[config.mk]
export PLATFORM = sky130hd
export DESIGN_NAME = wb_gpio_pwm
export DESIGN_NICKNAME = d
export VERILOG_FILES = /design/src/rtl/wb_gpio_pwm.sv
export SDC_FILE = /design/constraint.sdc
export NUM_CORES = 1
export LEC_CHECK = 0
export CELL_PAD_IN_SITES_DETAIL_PLACEMENT = 2
export CELL_PAD_IN_SITES_GLOBAL_PLACEMENT = 2
export CORE_AREA = 5 5 177 179
export DETAILED_ROUTE_END_ITERATION = 16
export DIE_AREA = 0 0 182 184
export GPL_ROUTABILITY_DRIVEN = 1
export GPL_TIMING_DRIVEN = 0
export HOLD_SLACK_MARGIN = 0.03
export PLACE_DENSITY_LB_ADDON = 0.1
export SLEW_MARGIN = 20
export SYNTH_ARGS = -nofsm -noshare
export SYNTH_HDL_FRONTEND = slang
export SYNTH_SLANG_ARGS = --single-unit
[constraint.sdc]
create_clock -name clk -period 2.8 [get_ports clk]
set_clock_uncertainty 0.05 [all_clocks]
set_input_delay 0.42 -clock clk [delete_from_list [all_inputs] [get_ports clk]]
set_output_delay 0.42 -clock clk [all_outputs]
set_load 0.02 [all_outputs]
[src/rtl/wb_gpio_pwm.sv]
`default_nettype none
// ============================================================================
// Module      : wb_gpio_pwm
// Description : Wishbone GPIO controller with per-channel static/blink/PWM
//               output modes, output enables, synchronised inputs and
//               rising-edge interrupts.
// Revision    : 1.0 - initial release
// ============================================================================
module wb_gpio_pwm #(
    parameter int NCH     = 7,
    parameter int PWM_W   = 8,
    parameter int PRESC_W = 16
) (
    input  logic             clk,
    input  logic             reset,
    input  logic             wbs_stb_i,
    input  logic             wbs_cyc_i,
    input  logic             wbs_we_i,
    input  logic [3:0]       wbs_sel_i,
    input  logic [31:0]      wbs_adr_i,
    input  logic [31:0]      wbs_dat_i,
    output logic             wbs_ack_o,
    output logic [31:0]      wbs_dat_o,
    input  logic [NCH-1:0]   pin_in,
    output logic [NCH-1:0]   pin_out,
    output logic [NCH-1:0]   pin_oeb,
    output logic             irq
);

    localparam logic [5:0] c_IDX_OUT   = 6'h00;
    localparam logic [5:0] c_IDX_OEB   = 6'h01;
    localparam logic [5:0] c_IDX_IN    = 6'h02;
    localparam logic [5:0] c_IDX_MODE  = 6'h03;
    localparam logic [5:0] c_IDX_PRESC = 6'h04;
    localparam logic [5:0] c_IDX_MASK  = 6'h05;
    localparam logic [5:0] c_IDX_STAT  = 6'h06;
    localparam int         c_DUTY_BASE = 16;

    logic                   r_ack;
    logic [31:0]            r_dat;
    logic [NCH-1:0]         r_out;
    logic [NCH-1:0]         r_oeb;
    logic [2*NCH-1:0]       r_mode;
    logic [PRESC_W-1:0]     r_presc;
    logic [NCH-1:0]         r_mask;
    logic [NCH-1:0]         r_stat;
    logic [NCH*PWM_W-1:0]   r_duty;
    logic [PRESC_W-1:0]     r_pc;
    logic [PWM_W-1:0]       r_cnt;
    logic                   r_blink_ph;
    logic [NCH-1:0]         r_s1;
    logic [NCH-1:0]         r_s2;
    logic [NCH-1:0]         r_prev;
    logic [NCH-1:0]         r_pin_out;

    logic                   w_req;
    logic                   w_wr;
    logic                   w_rd;
    logic [5:0]             w_idx;
    logic [31:0]            w_wmask;
    logic [31:0]            w_rdata;
    logic                   w_tick;
    logic                   w_wrap;
    logic [NCH-1:0]         w_rise;
    logic [NCH-1:0]         w_clr;
    logic [NCH-1:0]         w_chan;
    logic [NCH-1:0]         w_out_nx;
    logic [NCH-1:0]         w_oeb_nx;
    logic [2*NCH-1:0]       w_mode_nx;
    logic [PRESC_W-1:0]     w_presc_nx;
    logic [NCH-1:0]         w_mask_nx;
    logic                   w_unused;

    // The pending ack blocks a new request, so held strobes ack every other cycle.
    assign w_req   = wbs_stb_i & wbs_cyc_i & ~r_ack;
    assign w_wr    = w_req & wbs_we_i;
    assign w_rd    = w_req & ~wbs_we_i;
    assign w_idx   = wbs_adr_i[7:2];
    assign w_wmask = {{8{wbs_sel_i[3]}}, {8{wbs_sel_i[2]}},
                      {8{wbs_sel_i[1]}}, {8{wbs_sel_i[0]}}};

    assign w_out_nx   = (r_out   & ~w_wmask[NCH-1:0])     | (wbs_dat_i[NCH-1:0]     & w_wmask[NCH-1:0]);
    assign w_oeb_nx   = (r_oeb   & ~w_wmask[NCH-1:0])     | (wbs_dat_i[NCH-1:0]     & w_wmask[NCH-1:0]);
    assign w_mode_nx  = (r_mode  & ~w_wmask[2*NCH-1:0])   | (wbs_dat_i[2*NCH-1:0]   & w_wmask[2*NCH-1:0]);
    assign w_presc_nx = (r_presc & ~w_wmask[PRESC_W-1:0]) | (wbs_dat_i[PRESC_W-1:0] & w_wmask[PRESC_W-1:0]);
    assign w_mask_nx  = (r_mask  & ~w_wmask[NCH-1:0])     | (wbs_dat_i[NCH-1:0]     & w_wmask[NCH-1:0]);
    assign w_clr      = (w_wr && w_idx == c_IDX_STAT) ? (wbs_dat_i[NCH-1:0] & w_wmask[NCH-1:0]) : '0;

    assign w_tick = (r_pc >= r_presc);
    assign w_wrap = w_tick & (&r_cnt);
    assign w_rise = r_s2 & ~r_prev;

    always_comb begin
        w_rdata = '0;
        case (w_idx)
            c_IDX_OUT:   w_rdata[NCH-1:0]     = r_out;
            c_IDX_OEB:   w_rdata[NCH-1:0]     = r_oeb;
            c_IDX_IN:    w_rdata[NCH-1:0]     = r_s2;
            c_IDX_MODE:  w_rdata[2*NCH-1:0]   = r_mode;
            c_IDX_PRESC: w_rdata[PRESC_W-1:0] = r_presc;
            c_IDX_MASK:  w_rdata[NCH-1:0]     = r_mask;
            c_IDX_STAT:  w_rdata[NCH-1:0]     = r_stat;
            default:     w_rdata              = '0;
        endcase
        for (int ch = 0; ch < NCH; ch++) begin
            if (w_idx == 6'(c_DUTY_BASE + ch)) begin
                w_rdata[PWM_W-1:0] = r_duty[ch*PWM_W +: PWM_W];
            end
        end
    end

    for (genvar g = 0; g < NCH; g++) begin : g_ch
        logic [1:0] w_m;
        assign w_m       = r_mode[2*g +: 2];
        // Mode 2'b11 falls through to static drive.
        assign w_chan[g] = (w_m == 2'b10) ? (r_cnt < r_duty[g*PWM_W +: PWM_W]) :
                           (w_m == 2'b01) ? (r_out[g] & r_blink_ph) :
                                            r_out[g];
    end

    always_ff @(posedge clk) begin
        if (reset) begin
            r_ack      <= 1'b0;
            r_dat      <= '0;
            r_out      <= '0;
            r_oeb      <= '1;
            r_mode     <= '0;
            r_presc    <= '0;
            r_mask     <= '0;
            r_stat     <= '0;
            r_duty     <= '0;
            r_pc       <= '0;
            r_cnt      <= '0;
            r_blink_ph <= 1'b0;
            r_s1       <= '0;
            r_s2       <= '0;
            r_prev     <= '0;
            r_pin_out  <= '0;
        end else begin
            r_ack <= w_req;
            if (w_rd) begin
                r_dat <= w_rdata;
            end
            if (w_wr) begin
                case (w_idx)
                    c_IDX_OUT:   r_out   <= w_out_nx;
                    c_IDX_OEB:   r_oeb   <= w_oeb_nx;
                    c_IDX_MODE:  r_mode  <= w_mode_nx;
                    c_IDX_PRESC: r_presc <= w_presc_nx;
                    c_IDX_MASK:  r_mask  <= w_mask_nx;
                    default:     ;
                endcase
            end
            for (int ch = 0; ch < NCH; ch++) begin
                if (w_wr && w_idx == 6'(c_DUTY_BASE + ch)) begin
                    r_duty[ch*PWM_W +: PWM_W] <=
                        (r_duty[ch*PWM_W +: PWM_W] & ~w_wmask[PWM_W-1:0]) |
                        (wbs_dat_i[PWM_W-1:0] & w_wmask[PWM_W-1:0]);
                end
            end

            r_pc <= w_tick ? '0 : r_pc + 1'b1;
            if (w_tick) begin
                r_cnt <= r_cnt + 1'b1;
            end
            if (w_wrap) begin
                r_blink_ph <= ~r_blink_ph;
            end

            r_s1   <= pin_in;
            r_s2   <= r_s1;
            r_prev <= r_s2;
            // A new edge outranks a simultaneous software clear.
            r_stat <= (r_stat & ~w_clr) | w_rise;

            r_pin_out <= w_chan;
        end
    end

    assign wbs_ack_o = r_ack;
    assign wbs_dat_o = r_dat;
    assign pin_out   = r_pin_out;
    assign pin_oeb   = r_oeb;
    assign irq       = |(r_stat & r_mask);

    assign w_unused = ^{wbs_adr_i[31:8], wbs_adr_i[1:0], wbs_dat_i, w_wmask};

endmodule
`default_nettype wire
==> results.json <==
{
  "synth_warnings": 0,
  "synth.yosys.seq_area_share": 0.386,
  "synth_area_um2": 9540,
  "dpl_worst_slack_ns": -0.627,
  "combinational_family_with_the_most_area_after_synthesis": "simple AND/OR/NAND/NOR gates",
  "synth_xor_area_frac": 0.0138,
  "clockBufferDepth": 2,
  "hold_class": "register to register",
  "fin_total_pwr_mw": 5.85,
  "die-height_um": 184,
  "crit_required_ns": 3.07,
  "ioPinCount": 128,
  "port_buffers": 64,
  "cts.root.buffer_cell": "sky130_fd_sc_hd__clkbuf_16",
  "fp.dieW_um": 182,
  "cp_top_family": "simple AND/OR/NAND/NOR gates",
  "antenna-diode-count": 0,
  "post-synth-top-count-cell": "sky130_fd_sc_hd__dfxtp_1",
  "cts.clk_slew.worst_paths_ns": 0.09,
  "flow.area_growth_from_synthesis_pct": 19.1,
  "setup_repair_after_global_routing_missed_its_margin": "false",
  "grt.overflow.total": 0,
  "min_path_cells": 1,
  "synth_compound_gate_area_share": 0.163,
  "grt_pass1_wl_mm": 58.4,
  "dieArea_um2": 33500,
  "setup.worst_path.start": "wbs_adr_i[7]",
  "fill_cells": 3344,
  "final_net_count": 1415,
  "worst_skew_pair.late_latency_ns": 0.46,
  "transition_time_at_the_pin_with_the_least_slew_margin_ns": 1.11,
  "global_route.usage.total": 0.231,
  "synth.mux.area_fraction": 0.0399,
  "peakVddDrop_mv": 0.344,
  "cp_data_arrival_time_ns": 2.92,
  "power.static_leakage_nw": 4.25,
  "clkSinkCount": 184,
  "cts_tree": "built",
  "layout.cells.non_filler": 1671,
  "postLayoutCellArea_um2": 11400,
  "pin_count_of_the_biggest_net_entering_global_routing": 20,
  "postLayoutSetupSlackWorst_ns": 0.147,
  "first_global_vias": 9365,
  "antenna_violations_before_repair": 1,
  "number_of_placement_rows": 63,
  "place_congestion": 0.893,
  "placeableCoreArea_um2": 29400,
  "cts_hold_buffers": 0,
  "worst_path_max_delay_cell": "sky130_fd_sc_hd__nor3_1",
  "synth.top_cells.by_area": "sky130_fd_sc_hd__dfxtp_1 (39%), sky130_fd_sc_hd__ha_1 (8.8%), sky130_fd_sc_hd__a21oi_1 (6.7%)",
  "status": "complete, no violations",
  "slew_viol_final": 0,
  "critical_path.max_fanout": 10,
  "synth-edff-count": 0,
  "crit_path_max_incr_delay_ns": 0.62,
  "cp-end-kind": "register",
  "place.detailed.instances": 1639,
  "cp.buffers_inverters": 1,
  "synthesis.area_per_instance_um2": 8.15,
  "slew_headroom": 0.257,
  "worstSetupStartpointType": "primary input",
  "post-synth-top-area-fraction": 0.386,
  "htree_levels": 4,
  "setup.worst_path.class": "primary input to register",
  "cts_inserted_buffers": 17,
  "hold_viol_final": 0,
  "postCtsResizedCells": 1,
  "yosys.area_share.simple": 0.232,
  "post_synth_inst_count": 1170,
  "min-delay-start": "r_s1[4]$_SDFF_PP0_",
  "ys_dominant_reg_cell": "sky130_fd_sc_hd__dfxtp_1",
  "vias": 8905,
  "power_density_nw_per_um2": 515,
  "fin_crit_sh": 0.947,
  "asyncSetResetFlopFracSynth": 0,
  "initialDrtViolationCount": 467,
  "timing.final.setup_violations": 0,
  "synth_seq_cells": 184,
  "post_drt_wl_per_cell_um": 23.2,
  "dpl.hpwl_mm": 29.2,
  "drt-pass1-iter-count": 5,
  "detail_route.drc_violations": 0,
  "path_cells": "clkdlybuf4s50_1 -> nor3_1 -> nand2_1 -> nor2_2 -> nand3_2 -> mux2i_1 -> nor2_1",
  "cp.depth": 7,
  "floorplan.initialDensity": 0.324,
  "cap_violations": 0,
  "synth.cells.most_frequent": "sky130_fd_sc_hd__dfxtp_1 (184), sky130_fd_sc_hd__nor2_1 (128), sky130_fd_sc_hd__a21oi_1 (127)",
  "r2r_cells": 9,
  "shortest_period_the_worst_path_allows_ns": 2.65,
  "post_synth_fa_ha_maj_area_fraction": 0.0879,
  "yosys.cell_types.count": 67,
  "final_antenna_net_count": 0,
  "postCtsSetupRepairBufs": 0,
  "drive_gt1_frac": 0.0859,
  "vias_per_cell": 5.33,
  "wl_mm": 38.7,
  "max_clock_freq_mhz": 377,
  "post_dp_cell_area_um2": 10700,
  "netlist.top_cell.by_area": "sky130_fd_sc_hd__dfxtp_1"
}
[worst paths after layout]
kind | endpoint | slack [ns]
worst min register to register | r_s2[4]$_SDFF_PP0_ | 0.39
worst min-delay path | r_s2[4]$_SDFF_PP0_ | 0.39
worst max-delay path | register | 0.15
worst max register to register | r_cnt[4]$_SDFFE_PP0P_ | 0.16
[layer usage]
metal,GRT usage,routed length [um],up-vias
met5,0,0,-
met3,0.0287,1690,36
met4,0.0609,738,0
met2,0.393,18400,194
li1,-,-,4203
met1,0.312,17800,4472
[stage by stage]
step            util  hold WS (ns)  setup TNS, ns
2_1_floorplan      -         0.364              0
3_5_place_dp   0.365         0.378         -41.09
5_1_grt        0.386         0.416              0
4_1_cts        0.386         0.396              0
3_3_place_gp   0.365         0.367         -42.06
6_report       0.386         0.392              0
[logic make-up (layout without fill, tap and decap cells)]
group / after synthesis / after routing
other cells: 1 / 16
xor+xnor: 15 / 15
mux: 36 / 36
fa+ha+maj: 67 / 67
flops: 184 / 184
compound gates: 248 / 248
simple gates: 454 / 454
buf+inv: 165 / 261
[worst reg2reg max path, stage by stage (launching register included)]
cell,delay (ns)
sky130_fd_sc_hd__dfxtp_1,0.39
sky130_fd_sc_hd__inv_1,0.07
sky130_fd_sc_hd__ha_1,0.33
sky130_fd_sc_hd__a2111o_1,0.37
sky130_fd_sc_hd__a31oi_1,0.14
sky130_fd_sc_hd__o21ai_1,0.11
sky130_fd_sc_hd__a211o_1,0.37
sky130_fd_sc_hd__buf_2,0.24
sky130_fd_sc_hd__nand4_1,0.12
sky130_fd_sc_hd__mux2_2,0.35
[power by group]
part	total [mW]	switching [mW]	internal (mW)
sequential	2.68	0.0375	2.65
combinational	0.512	0.328	0.184
clock	2.66	1.28	1.38
total	5.85	1.65	4.21
[cell usage in the layout (no fill, tap or decap), types with 14 or more instances in the layout]
| master | instances |
|---|---|
| sky130_fd_sc_hd__dfxtp_1 | 184 |
| sky130_fd_sc_hd__nor2_1 | 127 |
| sky130_fd_sc_hd__a21oi_1 | 127 |
| sky130_fd_sc_hd__nand2_1 | 120 |
| sky130_fd_sc_hd__nand3_1 | 83 |
| sky130_fd_sc_hd__inv_1 | 80 |
| sky130_fd_sc_hd__ha_1 | 67 |
| sky130_fd_sc_hd__clkdlybuf4s50_1 | 64 |
| sky130_fd_sc_hd__nor2b_1 | 40 |
| sky130_fd_sc_hd__clkbuf_1 | 35 |
| sky130_fd_sc_hd__mux2i_1 | 29 |
| sky130_fd_sc_hd__buf_2 | 21 |
| sky130_fd_sc_hd__buf_4 | 21 |
| sky130_fd_sc_hd__o21ai_0 | 21 |
| sky130_fd_sc_hd__clkbuf_16 | 17 |
| sky130_fd_sc_hd__conb_1 | 16 |
| sky130_fd_sc_hd__nand2b_1 | 15 |
| sky130_fd_sc_hd__a22oi_1 | 14 |
[area by class of cell]
class | count | area [um^2] | share of cell area
Multi-Input combinational cell | 836 | 5170 | 0.456
Sequential cell | 184 | 3680 | 0.324
Timing Repair Buffer | 64 | 641 | 0.0564
Tap cell | 390 | 488 | 0.0430
Buffer | 85 | 440 | 0.0388
Clock buffer | 17 | 425 | 0.0375
Inverter | 80 | 300 | 0.0264
Clock inverter | 15 | 205 | 0.0181
No activity file was read; power rests on OpenSTA's default activity.
